==> src/rtl/mic1_seq_shifter_if.sv <==
// Request/result handshake bundle for mic1_seq_shifter.
// The shifter connects as slave; the producer/consumer side uses master.
interface mic1_seq_shifter_if #(
    parameter int unsigned WIDTH = 32
);
    localparam int unsigned AMT_W = $clog2(WIDTH) + 1;

    logic             in_valid;
    logic             in_ready;
    logic [WIDTH-1:0] in_data;
    logic [1:0]       in_op;
    logic [AMT_W-1:0] in_amt;
    logic             out_valid;
    logic             out_ready;
    logic [WIDTH-1:0] out_data;
    logic             out_n;
    logic             out_z;

    modport master (
        output in_valid, in_data, in_op, in_amt, out_ready,
        input  in_ready, out_valid, out_data, out_n, out_z
    );

    modport slave (
        input  in_valid, in_data, in_op, in_amt, out_ready,
        output in_ready, out_valid, out_data, out_n, out_z
    );
endinterface

==> src/rtl/mic1_seq_shifter.sv <==
// Multi-cycle MIC-1 shifter: STEP bits per cycle, valid/ready on both sides, N/Z flags.
// Define SHIFTER_ROTATE_EN to turn op=11 from logical shift right into rotate right.
module mic1_seq_shifter #(
    parameter int unsigned WIDTH = 32,
    parameter int unsigned STEP  = 1
) (
    input  logic                clk,
    input  logic                rst,
    mic1_seq_shifter_if.slave   bus
);
    localparam int unsigned AMT_W = $clog2(WIDTH) + 1;
    localparam logic [AMT_W-1:0] WidthW = AMT_W'(WIDTH);
    localparam logic [AMT_W-1:0] StepW  = AMT_W'(STEP);

    localparam logic [1:0] OpPass = 2'b00;
    localparam logic [1:0] OpSll  = 2'b01;
    localparam logic [1:0] OpSra  = 2'b10;
    localparam logic [1:0] OpSrl  = 2'b11;

    typedef enum logic [1:0] {StIdle, StShift, StDone} state_e;

    state_e           state_q, state_d;
    logic [WIDTH-1:0] data_q, data_d;
    logic [1:0]       op_q, op_d;
    logic [AMT_W-1:0] rem_q, rem_d;
    logic [WIDTH-1:0] out_data_q, out_data_d;
    logic             out_n_q, out_n_d;
    logic             out_z_q, out_z_d;
    logic             in_ready_q, in_ready_d;
    logic             out_valid_q, out_valid_d;

    logic [AMT_W-1:0] eff;
    logic [AMT_W-1:0] step_amt;
    logic [WIDTH-1:0] shift_res;

    // Effective amount: saturate at WIDTH for shifts, wrap modulo WIDTH for rotate.
    always_comb begin
        eff = (bus.in_amt > WidthW) ? WidthW : bus.in_amt;
`ifdef SHIFTER_ROTATE_EN
        if (bus.in_op == OpSrl) begin
            eff = bus.in_amt % WidthW;
        end
`endif
    end

    always_comb begin
        step_amt  = (rem_q > StepW) ? StepW : rem_q;
        shift_res = data_q;
        case (op_q)
            OpSll:   shift_res = data_q << step_amt;
            OpSra:   shift_res = $unsigned($signed(data_q) >>> step_amt);
`ifdef SHIFTER_ROTATE_EN
            OpSrl:   shift_res = (data_q >> step_amt) | (data_q << (WidthW - step_amt));
`else
            OpSrl:   shift_res = data_q >> step_amt;
`endif
            default: shift_res = data_q;
        endcase
    end

    always_comb begin
        state_d    = state_q;
        data_d     = data_q;
        op_d       = op_q;
        rem_d      = rem_q;
        out_data_d = out_data_q;
        unique case (state_q)
            StIdle: begin
                if (bus.in_valid && in_ready_q) begin
                    data_d = bus.in_data;
                    op_d   = bus.in_op;
                    if (bus.in_op == OpPass || eff == '0) begin
                        rem_d      = '0;
                        out_data_d = bus.in_data;
                        state_d    = StDone;
                    end else begin
                        rem_d   = eff;
                        state_d = StShift;
                    end
                end
            end
            StShift: begin
                data_d = shift_res;
                rem_d  = rem_q - step_amt;
                if (rem_d == '0) begin
                    out_data_d = shift_res;
                    state_d    = StDone;
                end
            end
            StDone: begin
                if (bus.out_ready) begin
                    state_d = StIdle;
                end
            end
            default: state_d = StIdle;
        endcase
        // Result register only changes on entry to DONE, so flags track the final value.
        out_n_d     = out_data_d[WIDTH-1];
        out_z_d     = (out_data_d == '0);
        in_ready_d  = (state_d == StIdle);
        out_valid_d = (state_d == StDone);
    end

    always_ff @(posedge clk) begin
        if (rst) begin
            state_q     <= StIdle;
            data_q      <= '0;
            op_q        <= OpPass;
            rem_q       <= '0;
            out_data_q  <= '0;
            out_n_q     <= 1'b0;
            out_z_q     <= 1'b1;
            in_ready_q  <= 1'b1;
            out_valid_q <= 1'b0;
        end else begin
            state_q     <= state_d;
            data_q      <= data_d;
            op_q        <= op_d;
            rem_q       <= rem_d;
            out_data_q  <= out_data_d;
            out_n_q     <= out_n_d;
            out_z_q     <= out_z_d;
            in_ready_q  <= in_ready_d;
            out_valid_q <= out_valid_d;
        end
    end

    assign bus.in_ready  = in_ready_q;
    assign bus.out_valid = out_valid_q;
    assign bus.out_data  = out_data_q;
    assign bus.out_n     = out_n_q;
    assign bus.out_z     = out_z_q;
endmodule

==> src/flat_wrapper.sv <==
// flat-port wrapper written by rule: the top's interface ports become plain ports
module mic1_seq_shifter_flat 
#(
    parameter int unsigned WIDTH = 32,
    parameter int unsigned STEP  = 1
)
  (clk, rst, bus_in_valid, bus_in_data, bus_in_op, bus_in_amt, bus_out_ready, bus_in_ready, bus_out_valid, bus_out_data, bus_out_n, bus_out_z);
  mic1_seq_shifter_if #(.WIDTH(WIDTH)) bus_i ();
  input  logic clk;
  input  logic rst;
  input wire logic [$bits(bus_i.in_valid)-1:0] bus_in_valid;
  input wire logic [$bits(bus_i.in_data)-1:0] bus_in_data;
  input wire logic [$bits(bus_i.in_op)-1:0] bus_in_op;
  input wire logic [$bits(bus_i.in_amt)-1:0] bus_in_amt;
  input wire logic [$bits(bus_i.out_ready)-1:0] bus_out_ready;
  output wire logic [$bits(bus_i.in_ready)-1:0] bus_in_ready;
  output wire logic [$bits(bus_i.out_valid)-1:0] bus_out_valid;
  output wire logic [$bits(bus_i.out_data)-1:0] bus_out_data;
  output wire logic [$bits(bus_i.out_n)-1:0] bus_out_n;
  output wire logic [$bits(bus_i.out_z)-1:0] bus_out_z;
  assign bus_i.in_valid = bus_in_valid;
  assign bus_i.in_data = bus_in_data;
  assign bus_i.in_op = bus_in_op;
  assign bus_i.in_amt = bus_in_amt;
  assign bus_i.out_ready = bus_out_ready;
  assign bus_in_ready = bus_i.in_ready;
  assign bus_out_valid = bus_i.out_valid;
  assign bus_out_data = bus_i.out_data;
  assign bus_out_n = bus_i.out_n;
  assign bus_out_z = bus_i.out_z;
  mic1_seq_shifter #(.WIDTH(WIDTH), .STEP(STEP)) u_core (.clk(clk), .rst(rst), .bus(bus_i));
endmodule
==> config.mk <==
export PLATFORM = sky130hd
export DESIGN_NAME = mic1_seq_shifter_flat
export DESIGN_NICKNAME = d
export VERILOG_FILES = /design/src/rtl/mic1_seq_shifter_if.sv /design/src/rtl/mic1_seq_shifter.sv /design/src/flat_wrapper.sv
export SDC_FILE = /design/constraint.sdc
export NUM_CORES = 1
export LEC_CHECK = 0
export ABC_AREA = 1
export CORE_AREA = 2 2 118 120
export DETAILED_ROUTE_END_ITERATION = 12
export DIE_AREA = 0 0 120 122
export RECOVER_POWER = 50
export SYNTH_ARGS = -nofsm -noshare
export SYNTH_HDL_FRONTEND = slang
export SYNTH_SLANG_ARGS = --single-unit
==> constraint.sdc <==
create_clock -name clk -period 2.4 [get_ports clk]
set_clock_uncertainty 0.2 [all_clocks]
set_input_delay 0.48 -clock clk [delete_from_list [all_inputs] [get_ports clk]]
set_output_delay 0.48 -clock clk [all_outputs]
set_load 0.02 [all_outputs]
==> results of run 1 <==
==> registers in the layout, indices dropped and copies added, names as in the netlist <==
signal	flops
u_core.state_q	2
u_core.bus.out_data	31
u_core.bus.out_z	1
u_core.data_q	32
u_core.op_q	2
u_core.bus.out_n	1
u_core.bus.in_ready	1
u_core.rem_q	6
u_core.bus.out_valid	1
==> cells in the final DEF, fill, tap and decap left out, types with 22 or more instances in the layout <==
master           synthesis  routed
nand2_2                  2      26
o21ai_0                 78      77
nor2_1                  80      71
nand3_1                 23      22
dfxtp_1                 77      71
clkdlybuf4s50_1          0      52
a221oi_1                23      23
buf_4                    6      88
nand2_1                302     274
dlygate4sd3_1            0      26
inv_1                   92      92
a21oi_1                 51      50
==> per-layer routing <==
| layer | vias to the layer above | share of wire (%) | track usage, % |
|---|---|---|---|
| met2 | 235 | 44 | 35.9 |
| li1 | 3075 | - | - |
| met4 | 0 | 1.6 | 6.25 |
| met1 | 2776 | 46 | 35.5 |
| met3 | 25 | 7.7 | 4.63 |
| met5 | - | 0 | 0 |
==> power by group through the flow <==
stage	clock network [mW]	logic [mW]	registers (mW)
after floorplan	0	4.59	2.49
after global placement	0	7.98	2.21
after detailed placement	0	7.98	2.21
after CTS	1.38	8.17	2.19
after global routing	1.45	9.88	2.25
final	1.37	8.97	2.19
==> stage by stage <==
| step | hold slack, ns | cell area, sq um |
|---|---|---|
| finish | 0.286 | 7280 |
| CTS | 0.288 | 7020 |
| detailed placement | 0.277 | 6680 |
| floorplan | 0.257 | 5120 |
| global placement | 0.285 | 6680 |
| global route | 0.318 | 7280 |
==> layout make-up <==
type,count,area [sq um],area share [%]
timing repair buffer,188,1750,24.1
clock inverter,3,17.5,0.241
multi-input combinational,633,3090,42.5
inverter,97,364,5.00
sequential,77,1550,21.3
tap,180,225,3.09
clock buffer,13,280,3.85
==> Yosys cell counts (6+ instances only) <==
cell type	count	area, sq um
nand3_1	23	115
nor2_2	8	50.1
o21ai_1	6	30.0
nand2_1	302	1130
buf_2	9	45.0
dfxtp_1	77	1540
clkbuf_1	34	128
nand4_1	18	113
buf_4	6	45.0
inv_1	92	345
o22ai_1	10	62.6
a31oi_1	8	50.1
a221oi_1	23	201
a21oi_1	51	255
nor2_1	80	300
o211ai_1	7	52.6
o21ai_0	78	390
==> worst max-delay path, cell delays in order (launching register included) <==
cell and delay [ns]:
dfxtp_2 0.33, nor2_4 0.12, nand3_2 0.11, nand2_4 0.10, ha_4 0.14, nor2_4 0.04, nand2_1 0.07, nand2_2 0.07
nor2_4 0.13, nand3_4 0.10, o21ai_4 0.27, buf_12 0.17, buf_12 0.13, nand2_2 0.06, nand2_1 0.06, nand2_1 0.06
nand2_2 0.07, nand2_1 0.06, nor2_1 0.11, nand2_1 0.08, nor2_1 0.10, nand2_1 0.05, nand2_1 0.05
==> logic make-up after synthesis <==
logic type               share of synthesized area (%)
flip-flops                                        30.1
buffers and inverters                             12.6
AO/OA/AOI/OAI                                     21.1
adder cells (fa/ha/maj)                          0.245
AND/OR/NAND/NOR                                   35.9
==> what timing repair did <==
item | 4_1_cts | 5_1_grt
setup buffers | 2 | 11
setup endpoints to repair | 29 | 34
pin swaps | 1 | 30
hold endpoints to repair | 0 | 0
resized for setup | 7 | 56
gates cloned | 0 | 1
==> path summary, 6_finish.rpt <==
check	start	endpoint	slack (ns)	depth (start not counted)
worst min register to register	u_core.op_q[0]$_SDFFE_PP0P_	u_core.op_q[0]$_SDFFE_PP0P_	0.29	2
worst max register to register	u_core.rem_q[3]$_SDFFE_PP0P_	u_core.bus.out_z$_SDFF_PP1_	-0.36	22
worst max-delay path	u_core.rem_q[3]$_SDFFE_PP0P_	u_core.bus.out_z$_SDFF_PP1_	-0.36	22
worst min-delay path	u_core.op_q[0]$_SDFFE_PP0P_	u_core.op_q[0]$_SDFFE_PP0P_	0.29	2
==> metrics.cfg, run 1 <==
[finish]
synthToLayoutAreaGrowth_pct = 42.3
nets = 1051
drive_above_1_share_pct = 19.3
layout.cells.non_filler = 1191
antenna_cells = 0
post-route-util_pct = 53.9
fillerInstances = 1400

[route]
postRouteAntennaNets = 0
drt-total-wl_mm = 18.2
vias_per_cell = 5.13
drc_errors = 0
dr.pass1.iters = 5
via_count = 6111
wl_per_cell_um = 15.3
drt-initial-drc-count = 433

[power]
p_switching_mw = 6.00
vdd_drop_max_mv = 0.950
p_seq_share_pct = 17.4
power_density_nw_per_um2 = 1720
p_int_mw = 6.53
clkPwrFrac_pct = 11.0
comb_power_share_pct = 71.6
switching_share_pct = 47.9
p_leak_nw = 3.60
total_power_mw = 12.5

[timing]
period_needed_ns = 2.76
fin_setup_tns_ns = -3.60
final-hold-violation-count = 0
timing.fmax_mhz = 363
setup_slack_ns = -0.357
setup_viol = 33
rsz0062_at_grt = true
max_slew.worst_pin.slew_ns = 0.644
maxSlewViolCount = 0
slew-limit-headroom_pct = 57.0
min_period_over_period_pct = 115

[global_routing]
grt_util_all_layers_pct = 24.1
grt_pass1_vias = 5340
grt-ovfl-total = 0
antenna_found_initial = 0
grt_start_max_net_pins = 52
grt_pass1_wl_mm = 27.9

[synth]
synthCells = 863
syn-num-nets = 908
synth-main-ff-cell = dfxtp_1
yosysWarnings = 0
synth_cell_types = 33
synth_seq_cells = 77
synth_edf_count = 0
syn_area_sq_um = 5120
synth-seq-area-share_pct = 30.1
synth_area_per_cell_sq_um = 5.93
async_reset_ff_share_pct = 0

[critical_path]
critical_path_class = reg -> reg
startpoint_type = flop
crit_fanout = 7
worstPathArrival_ns = 2.84
end_kind = flop
crit_required_ns = 2.49

[floorplanning]
start_util_pct = 37.9
die_area_sq_um = 14600
die_x_um = 120
io_pins = 80
coreArea_sq_um = 13500
die_h_um = 122
num_rows = 43

[clock_network]
insertion_delay_ns = 0.34
path_clk_slew_ns = 0.06
clock_path_buffers = 2
htreeDepth = 3
cts-buffers-inserted = 9
cts.sinks = 77
cts_tree = done
cts_root_buf = clkbuf_16
ctsHoldBuffers = 0

[placement]
routabilityCongestion = 0.902
place_hpwl_mm = 12.5
io_buffers = 79
dp.cells = 1161
post-place-ws_ns = -0.513

[outcome]
violations = setup timing
status = finished with violations

[flow_run]
maxCapViolations = 0

[worst_hold_path]
holdCritPathClass = reg -> reg

No activity file was read; power rests on OpenSTA's default activity.
==> inputs of run 2 (changes only) <==
- CORE_AREA: 2 2 118 120 -> 2 2 106 108
- DIE_AREA: 0 0 120 122 -> 0 0 108 110
- PLACE_DENSITY: not set -> 0.75
- SETUP_SLACK_MARGIN: not set -> 0.5
==> run 2 against run 1 <==
Die area is 19% lower; maximum frequency is 2.8% higher; utilization up 13 points; wire length fell by 5.5%; non-clock buffer count fell by 12; critical path depth up 1; the run still ends with setup timing left; largest power group unchanged.
==> metrics.cfg, run 2 (synthesis results as in run 1) <==
[outcome]
status = finished with violations  ; unchanged
violations = setup timing  ; unchanged

[finish]
layout_common_cells = 271 x nand2_1, 92 x inv_1, 74 x nor2_1  ; was 274 x nand2_1, 92 x inv_1, 88 x buf_4
fillerInstances = 971  ; was 1400
antenna_cells = 0  ; unchanged
synthToLayoutAreaGrowth_pct = 39.4  ; was 42.3%
layout.cells.non_filler = 1138  ; was 1191
nets = 1039  ; was 1051
fin_area_sq_um = 7130  ; was 7280 sq um
final_common_cell = nand2_1  ; unchanged
top_register = u_core.data_q  ; unchanged
drive_above_1_share_pct = 20.9  ; was 19.3%
largest_reg_flops = 32  ; unchanged

[floorplanning]
io_pins = 80  ; unchanged
die_x_um = 108  ; was 120 um
coreArea_sq_um = 10700  ; was 13500 sq um
num_rows = 38  ; was 43
die_h_um = 110  ; was 122 um
die_area_sq_um = 11900  ; was 14600 sq um
start_util_pct = 47.8  ; was 37.9%

[clock_network]
htreeDepth = 3  ; unchanged
path_clk_slew_ns = 0.09  ; was 0.06 ns
clock_path_buffers = 2  ; unchanged
cts_root_buf = clkbuf_8  ; was clkbuf_16
cts.sinks = 77  ; unchanged
cts_tree = done  ; unchanged
ctsHoldBuffers = 0  ; unchanged
insertion_delay_ns = 0.36  ; was 0.34 ns
cts-buffers-inserted = 9  ; unchanged

[global_routing]
grt_util_all_layers_pct = 29.1  ; was 24.1%
grt_start_max_net_pins = 51  ; was 52
grt_pass1_vias = 5434  ; was 5340
antenna_found_initial = 0  ; unchanged
grt-ovfl-total = 0  ; unchanged
grt_pass1_wl_mm = 27.1  ; was 27.9 mm

[placement]
io_buffers = 79  ; unchanged
dp.cells = 1107  ; was 1161
routabilityCongestion = 0.904  ; was 0.902
post-place-ws_ns = -0.423  ; was -0.513 ns
place_hpwl_mm = 11.5  ; was 12.5 mm
place_area_sq_um = 6480  ; was 6680 sq um

[critical_path]
end_kind = flop  ; unchanged
crit_required_ns = 2.45  ; was 2.49 ns
worstPathArrival_ns = 2.73  ; was 2.84 ns
path_delay_family = simple AND/OR/NAND/NOR gates  ; unchanged
crit_start = u_core.rem_q[2]$_SDFFE_PP0P_  ; was u_core.rem_q[3]$_SDFFE_PP0P_
critical_path_class = reg -> reg  ; unchanged
cp_slowest_stage_delay_ns = 0.34  ; was 0.33 ns
startpoint_type = flop  ; unchanged
rrSetupSlack_ns = -0.28  ; was -0.36 ns
r2r_start = u_core.rem_q[2]$_SDFFE_PP0P_  ; was u_core.rem_q[3]$_SDFFE_PP0P_
r2r_cells = 23  ; was 22
rr_endpoint = u_core.bus.out_z$_SDFF_PP1_  ; unchanged
critPathSlowestCell = dfxtp_2  ; unchanged
path_buf_inv = 3  ; was 2
crit_fanout = 7  ; unchanged
crit_chain = nor2_4 -> nand3_2 -> nand2_2 -> ha_4 -> nor2_4 -> nand2_1 -> nand2_2 -> nor2_2 -> nand3_2 -> nor2_4 -> inv_4 -> buf_6 -> buf_16 -> nand2_1 -> nand2_1 -> nand2_1 -> nand2_1 -> nand2_1 -> nor2_2 -> nand2_1 -> nor2_1 -> nand2_1 -> nand2_1  ; was nor2_4 -> nand3_2 -> nand2_4 -> ha_4 -> nor2_4 -> nand2_1 -> nand2_2 -> nor2_4 -> nand3_4 -> o21ai_4 -> buf_12 -> buf_12 -> nand2_2 -> nand2_1 -> nand2_1 -> nand2_2 -> nand2_1 -> nor2_1 -> nand2_1 -> nor2_1 -> nand2_1 -> nand2_1
timing.critical_path.mode_cell = nand2_1  ; unchanged

[route]
wl_met3_mm = 1.58  ; was 1.41 mm
drc_errors = 0  ; unchanged
top_layer = met4  ; unchanged
dr_wl_met2_mm = 7.65  ; was 8.04 mm
wl_per_cell_um = 15.1  ; was 15.3 um
drt-total-wl_mm = 17.2  ; was 18.2 mm
dr.pass1.iters = 5  ; unchanged
vias_per_cell = 5.43  ; was 5.13
via_count = 6180  ; was 6111
postRouteAntennaNets = 0  ; unchanged
drt-initial-drc-count = 570  ; was 433
wirelength_met1_mm = 7.58  ; was 8.45 mm

[timing]
setup_slack_ns = -0.283  ; was -0.357 ns
slew-limit-headroom_pct = 44.3  ; was 57.0%
setup_viol = 27  ; was 33
maxSlewViolCount = 0  ; unchanged
max_slew.worst_pin.slew_ns = 0.836  ; was 0.644 ns
rsz0062_at_grt = true  ; unchanged
min_period_over_period_pct = 112  ; was 115%
period_needed_ns = 2.68  ; was 2.76 ns
final-hold-violation-count = 0  ; unchanged
timing.fmax_mhz = 373  ; was 363 MHz

[flow_run]
maxCapViolations = 0  ; unchanged

[power]
p_leak_nw = 3.60  ; about the same
total_power_mw = 12.4  ; was 12.5 mW
vdd_drop_max_mv = 0.964  ; was 0.950 mV
power_density_nw_per_um2 = 1740  ; was 1720 nW/um^2

[worst_hold_path]
holdCritPathClass = reg -> reg  ; unchanged
hold_path.startpoint = u_core.data_q[15]$_SDFFE_PP0P_  ; was u_core.op_q[0]$_SDFFE_PP0P_
worstHoldPathCells = 2  ; unchanged
min_to = u_core.data_q[15]$_SDFFE_PP0P_  ; was u_core.op_q[0]$_SDFFE_PP0P_

run 2: cell types whose count changed in the layout (fill, tap and decap cells not counted), moves of 16 or more:
cell / before / now
a221oi_2: 0 / 16
dlygate4sd2_1: 0 / 36
buf_4: 88 / 72
a221oi_1: 23 / 7
dlygate4sd3_1: 26 / 0
run 2: metrics by stage:
step           hold WS [ns]  utilization [%]  TNS, ns
3_5_place_dp          0.283             60.6    -3.77
5_1_grt               0.320             66.7    -5.98
3_3_place_gp          0.283             60.6    -3.15
6_report              0.303             66.7    -2.16
4_1_cts               0.300             64.3   -0.869
2_1_floorplan         0.257                -  -0.0214
run 2: area by class of cell:
class,instances,area (sq um),area share [%]
multi-input cells,633,3220,45.2
repair buffers,176,1640,23.0
flip-flops and latches,77,1550,21.7
inverters,97,367,5.14
well taps,140,175,2.46
clock buffers,13,139,1.95
clock inverters,2,35.0,0.491
run 2: worst max-delay path by stage:
stage	to	slack, ns	cells after the start
2_1_floorplan	u_core.bus.out_z$_SDFF_PP1_	-0.02	23
3_3_place_gp	u_core.bus.out_z$_SDFF_PP1_	-0.41	15
3_5_place_dp	u_core.bus.out_z$_SDFF_PP1_	-0.42	15
4_1_cts	u_core.bus.out_z$_SDFF_PP1_	-0.23	22
5_1_grt	u_core.bus.out_z$_SDFF_PP1_	-0.47	21
6_report	u_core.bus.out_z$_SDFF_PP1_	-0.28	23
run 2: repair_timing:
action,4_1_cts,5_1_grt
resized for setup,83,56
pin swaps,9,9
gates cloned,2,0
buffers inserted,9,5
endpoints found under the setup margin,75,74
run 2: report_power, final:
part | total [mW] | internal, mW | switching (mW)
combinational | 9.24 | 3.98 | 5.26
sequential | 2.19 | 1.85 | 0.342
clock | 0.961 | 0.476 | 0.485
total | 12.4 | 6.30 | 6.09
run 2: layer usage:
metal	global-route usage, %	vias to the layer above
li1	-	3044
met5	0	-
met3	3.82	27
met4	9.62	0
met1	41.9	2797
met2	44.9	312
run 2: worst min-delay path, stage by stage (launching register included):
cell and delay (ns):
dfxtp_1 0.30, inv_1 0.09, a221oi_2 0.07
